**config.mk**
```make
export PLATFORM = sky130hd
export DESIGN_NAME = btb_predictor
export DESIGN_NICKNAME = d
export VERILOG_FILES = /design/src/rtl/btb_predictor_pkg.sv /design/src/rtl/btb_predictor_sat_counter.sv /design/src/rtl/btb_predictor.sv
export SDC_FILE = /design/constraint.sdc
export NUM_CORES = 2
export LEC_CHECK = 0
export ABC_AREA = 1
export CORE_ASPECT_RATIO = 0.8
export CORE_UTILIZATION = 28
export DETAILED_ROUTE_END_ITERATION = 10
export PLACE_DENSITY = 0.53
export REMOVE_ABC_BUFFERS = 1
export SETUP_SLACK_MARGIN = 0.4
export SLEW_MARGIN = 5
export SYNTH_ARGS = -nofsm -noshare
export SYNTH_HDL_FRONTEND = slang
export SYNTH_HIERARCHICAL = 1
export SYNTH_SLANG_ARGS = --single-unit
```
**constraint.sdc**
```tcl
create_clock -name clk -period 7.1 [get_ports clk]
set_input_delay 1.42 -clock clk [delete_from_list [all_inputs] [get_ports clk]]
set_output_delay 1.42 -clock clk [all_outputs]
set_load 0.005 [all_outputs]
```
**src/rtl/btb_predictor_pkg.sv**
```systemverilog
// Shared types for the branch target buffer: control structs, counter views
// and the legacy single-entry branch record.
package btb_predictor_pkg;

    typedef enum logic [1:0] {
        SNT = 2'd0,
        WNT = 2'd1,
        WT  = 2'd2,
        ST  = 2'd3
    } BTB_Cnt_Enum;

    typedef struct packed {
        logic upd_valid;
        logic upd_taken;
    } BTB_upd_ctrl;

    typedef struct packed {
        logic stall;
        logic flush;
    } HAZARD_ctrl_i;

    // Legacy single-entry 1-bit record; kept for older pipeline stages.
    typedef struct packed {
        logic        valid;
        logic [5:0]  tag;
        logic [31:0] target;
        logic        t;
    } CACHE_BRANCH;

    function automatic BTB_Cnt_Enum btb_cnt_view(input logic [1:0] cnt);
        return BTB_Cnt_Enum'(cnt);
    endfunction

endpackage

```
**src/rtl/btb_predictor_sat_counter.sv**
```systemverilog
// Up/down saturating counter with a load port; load wins over inc, inc over dec.
module sat_counter #(
    parameter int            W       = 2,
    parameter logic [W-1:0]  RST_VAL = '0
) (
    input  logic         clk,
    input  logic         rst,
    input  logic         inc,
    input  logic         dec,
    input  logic         load,
    input  logic [W-1:0] load_val,
    output logic [W-1:0] cnt
);

    always_ff @(posedge clk) begin
        if (rst) begin
            cnt <= RST_VAL;
        end else if (load) begin
            cnt <= load_val;
        end else if (inc) begin
            if (cnt != {W{1'b1}}) cnt <= cnt + W'(1);
        end else if (dec) begin
            if (cnt != '0) cnt <= cnt - W'(1);
        end
    end

endmodule

```
**src/rtl/btb_predictor.sv**
```systemverilog
// Direct-mapped branch target buffer with per-entry saturating direction
// counters, a zero-latency lookup port and a single-cycle update port.
module btb_predictor
    import btb_predictor_pkg::*;
#(
    parameter int XLEN    = 32,
    parameter int INDEX_W = 6,
    parameter int TAG_W   = 6,
    parameter int CNT_W   = 2,
    parameter int STAT_W  = 32
) (
    input  logic              clk,
    input  logic              rst,
    input  logic [XLEN-1:0]   lk_pc,
    input  logic              lk_valid,
    output logic              lk_hit,
    output logic              lk_taken,
    output logic [XLEN-1:0]   lk_target,
    input  logic              upd_valid,
    input  logic [XLEN-1:0]   upd_pc,
    input  logic              upd_taken,
    input  logic [XLEN-1:0]   upd_target,
    input  logic              inv,
    output logic [STAT_W-1:0] hit_count
);

    localparam int DEPTH = 1 << INDEX_W;
    localparam logic [CNT_W-1:0] CNT_WNT = CNT_W'((1 << (CNT_W - 1)) - 1);
    localparam logic [CNT_W-1:0] CNT_WT  = CNT_W'(1 << (CNT_W - 1));

    logic             v   [DEPTH];
    logic [TAG_W-1:0] tag [DEPTH];
    logic [XLEN-1:0]  ta  [DEPTH];
    logic [CNT_W-1:0] cnt [DEPTH];

    logic [INDEX_W-1:0] lk_idx, upd_idx;
    logic [TAG_W-1:0]   lk_tag, upd_tag;
    logic               upd_hit;
    BTB_upd_ctrl        upd_ctrl;

    assign lk_idx  = lk_pc[INDEX_W+1:2];
    assign lk_tag  = lk_pc[INDEX_W+TAG_W+1:INDEX_W+2];
    assign upd_idx = upd_pc[INDEX_W+1:2];
    assign upd_tag = upd_pc[INDEX_W+TAG_W+1:INDEX_W+2];

    // Update port is valid-only: every upd_valid cycle is accepted, no ready.
    // inv suppresses a same-cycle update.
    assign upd_ctrl.upd_valid = upd_valid && !inv;
    assign upd_ctrl.upd_taken = upd_taken;

    // Lookup reads pre-update state; no bypass from a same-cycle update.
    assign lk_hit    = v[lk_idx] && (tag[lk_idx] == lk_tag);
    assign lk_taken  = lk_hit && cnt[lk_idx][CNT_W-1];
    assign lk_target = lk_hit ? ta[lk_idx] : '0;
    assign upd_hit   = v[upd_idx] && (tag[upd_idx] == upd_tag);

    always_ff @(posedge clk) begin
        if (rst) begin
            for (int i = 0; i < DEPTH; i++) begin
                v[i]   <= 1'b0;
                tag[i] <= '0;
                ta[i]  <= '0;
            end
        end else if (inv) begin
            for (int i = 0; i < DEPTH; i++) v[i] <= 1'b0;
        end else if (upd_ctrl.upd_valid && upd_ctrl.upd_taken) begin
            // Taken outcome either refreshes a hit or allocates over a miss.
            v[upd_idx]   <= 1'b1;
            tag[upd_idx] <= upd_tag;
            ta[upd_idx]  <= upd_target;
        end
    end

    for (genvar i = 0; i < DEPTH; i++) begin : g_cnt
        logic sel;
        assign sel = upd_ctrl.upd_valid && (upd_idx == INDEX_W'(i));

        sat_counter #(
            .W       (CNT_W),
            .RST_VAL (CNT_WNT)
        ) u_cnt (
            .clk      (clk),
            .rst      (rst),
            .inc      (sel && upd_hit && upd_ctrl.upd_taken),
            .dec      (sel && upd_hit && !upd_ctrl.upd_taken),
            .load     (sel && !upd_hit && upd_ctrl.upd_taken),
            .load_val (CNT_WT),
            .cnt      (cnt[i])
        );
    end

    always_ff @(posedge clk) begin
        if (rst) begin
            hit_count <= '0;
        end else if (lk_valid && lk_hit && (hit_count != {STAT_W{1'b1}})) begin
            hit_count <= hit_count + STAT_W'(1);
        end
    end

endmodule

```
==> impl_metrics.csv <==
group,metric,value,unit
yosys,ys_seq_elements,2656,
pwr,p_sw,0.00931,W
sta,period_share,94.5,%
cts,root_buffer,"clkbuf_16",
cts,clockBufferDepth,4,
yosys,yosysUniqueCellTypes,36,
outcome,status,"finished, final reports clean",
worst_hold_path,hp-start,"v[45]",
drt,drt-pass1-iter-count,6,
sta,fin_crit,6.71,ns
floorplanning,rows,220,
finish,drive_above_1_share,8.77,%
yosys,synth_top_area_share,57.6,%
worst_setup_path,path_cells,"buf_8, inv_8, buf_12, buf_12, buf_12, a21oi_1, a221oi_1, o311ai_1, nand3_1, and3_1, clkdlybuf4s50_1",
sta,setup_viol,0,
yosys,synthCells,13600,
global_routing,grt_max_degree,145,
yosys,synth_area,127000,um2
pwr,p_leak,52.8,nW
cts,insertion_delay,0.95,ns
worst_hold_path,worstHoldPathType,"reg -> reg",
pwr,p_comb_share,8.9,%
worst_setup_path,worst_ep_arrival_time,5.29,ns
placed_design,hpwl,280,mm
global_routing,grt_overflow_total,0,
drt,vias,103000,
pwr,p_clk_share,41.9,%
floorplanning,dieArea,455000,um2
worst_setup_path,critPathKind,"in -> out",
drt,drt_iter0_drc,14000,
yosys,yosysSeqAreaShare,61.2,%
cts,cts_max_level,5,
yosys,synthTopCellsByArea,"edfxtp_1 58%, nor2_1 10%, nand2_1 8.7%, dfxtp_1 3.5%, clkbuf_1 2.7%",
drt,avgViaCountPerCell,5.26,
cts,cts.sinks,2656,
yosys,ys_top_cells_by_count,"3367 x nor2_1, 2925 x nand2_1, 2432 x edfxtp_1",
global_routing,grt_pass1_vias,94700,
sta,hold_violations,0,
global_routing,grt_antenna_before_repair,33,
worst_setup_path,max_stage_delay,1.11,ns
sta,slew_headroom,10.7,%
worst_setup_path,cp-start-kind,"primary input",
job,max_cap_violations,0,
global_routing,track_usage,20.6,%
global_routing,grt_pass1_wl,695,mm
cts,path_clk_slew,0.05,ns
sta,setup-tns-final,0,ns
yosys,syn-mean-instance-area,9.33,um2
placed_design,placed_cell_area,136000,um2
pwr,ir_drop,0.000175,V
placed_design,port_buffers,127,
cts,postCtsSetupRepairBufs,0,
worst_setup_path,slowest_stage,"o311ai_1",
worst_setup_path,cp_max_fo,40,
floorplanning,core_area,450000,um2
worst_setup_path,critPathCaptureType,"output port",
yosys,synthArstFlopShare,0,%
sta,rsz0062_at_grt,"no",
cts,cts_hold_buf,0,
worst_setup_path,r2r-start,"tag[51][3]",
pwr,seq_power_share,49.2,%
pwr,internal-power,0.0272,W
floorplanning,start_util,28.2,%
drt,wl,490,mm
drt,wl_per_cell,25.0,um
placed_design,place_congestion,0.860,
worst_setup_path,crit_top_cell,"buf_12",
sta,max_clock_freq,149,MHz
yosys,ys.flop_type,"edfxtp_1",
yosys,yosysMostFrequentCell,"nor2_1",
pwr,swShare,25.5,%
drt,drc,0,
worst_setup_path,crit_buf_inv,6,
floorplanning,die_w,754,um
yosys,yosysWarnings,6,
finish,syn_to_final_growth,14.6,%
pwr,p_per_area,252,nW/um2
finish,fin_area,145000,um2
worst_setup_path,startpoint,"lk_pc[3]",
cts,ctsResizeCount,0,
yosys,synth_edf_count,2432,
cts,cts_buffers,297,
floorplanning,die_h,604,um
sta,tightestPinTransition,1.32,ns
cts,cts_tree,"done",
finish,fin_nets,13500,
sta,skew,0.0712,ns
worst_setup_path,critPathRequiredTime,5.68,ns
worst_setup_path,critical_path.top_delay_family,"buffers and inverters",
sta,slew_violations,0,
floorplanning,ios,168,
yosys,synth_area_leader_cell,"edfxtp_1",
drt,antenna_left,0,
==> cells in the final DEF, fill, tap and decap left out, types with 35 or more instances in the layout <==
cell,instances
inv_1,291
a21oi_2,64
clkdlybuf4s50_1,119
a32o_1,118
nand3_1,642
nor2_2,130
o311ai_0,35
clkinv_1,71
a221oi_1,165
o221ai_1,198
a22oi_1,224
conb_1,128
o211ai_1,111
buf_12,73
edfxtp_1,2432
nand4_1,43
clkbuf_1,72
clkbuf_16,310
nand2_1,2799
buf_4,344
clkinv_2,54
nor2_1,3358
dfxtp_1,224
nand3b_1,130
o21ai_0,605
a21oi_1,541
nand2_2,127
==> worst reg2reg max path: cells and delay by family, from the launching register on <==
kind            cells  cell delay (ns)
flops               1             0.39
buf+inv             3             0.59
simple gates       18             2.50
compound gates      2             0.25
==> per-layer routing <==
layer	global-route usage (%)	routed length [um]	up-vias
li1	-	-	46200
met2	31.8	215000	5507
met1	29.0	207000	50800
met5	0	65	-
met4	7.17	17600	10
met3	3.88	49800	783
==> power groups by stage <==
stage	combinational [W]	sequential (W)	clock (W)
2_1_floorplan	0.00160	0.0182	0
3_3_place_gp	0.00318	0.0183	0
3_5_place_dp	0.00318	0.0183	0
4_1_cts	0.00319	0.0180	0.0155
5_1_grt	0.00340	0.0180	0.0160
6_report	0.00325	0.0180	0.0153
==> layout make-up <==
class                      count  area (um2)
timing repair buffer         543        5320
inverter                     342        1350
fill                       46000      305000
clock buffer                 383        8040
sequential                  2656       77500
antenna                       15        37.5
tap                         5994        7500
clock inverter               143        1220
multi-input combinational   9543       44200
==> cell families (layout without fill, tap and decap cells) <==
| family | Yosys count | count (layout) | synth area share (%) |
|---|---|---|---|
| fa+ha+maj | 1 | 1 | 0.00987 |
| xor+xnor | 1 | 1 | 0.00691 |
| other cells | 2 | 143 | 0.00593 |
| buf+inv | 1503 | 1411 | 4.65 |
| compound gates | 2114 | 2114 | 11.1 |
| simple gates | 7299 | 7299 | 23.1 |
| flops | 2656 | 2656 | 61.2 |
==> final timing paths <==
path	endpoint	slack [ns]	depth (start not counted)
worst max-delay path	lk_target[19]	0.39	11
worst min-delay path	v[45]	0.47	2
worst max register to register	g_cnt[19].u_cnt/cnt[1]	3.20	23
worst min register to register	v[45]	0.47	2
==> flip-flops by register name, indices dropped and copies added, names as in the netlist <==
register	flops
g_cnt.u_cnt/cnt	128
hit_count	32
ta	2048
tag	384
v	64
==> metrics by stage <==
stage	hold slack, ns	util, %	instances	worst slack (ns)	total power (W)
floorplan	0.444	-	12500	-7.39	0.0198
global placement	0.455	30.2	19100	0.495	0.0215
detailed placement	0.457	30.2	19100	0.458	0.0215
CTS	0.467	32.3	19600	0.457	0.0366
global route	0.478	32.3	19600	0.401	0.0375
finish	0.470	32.3	19600	0.393	0.0365
No activity file was read; power rests on OpenSTA's default activity.
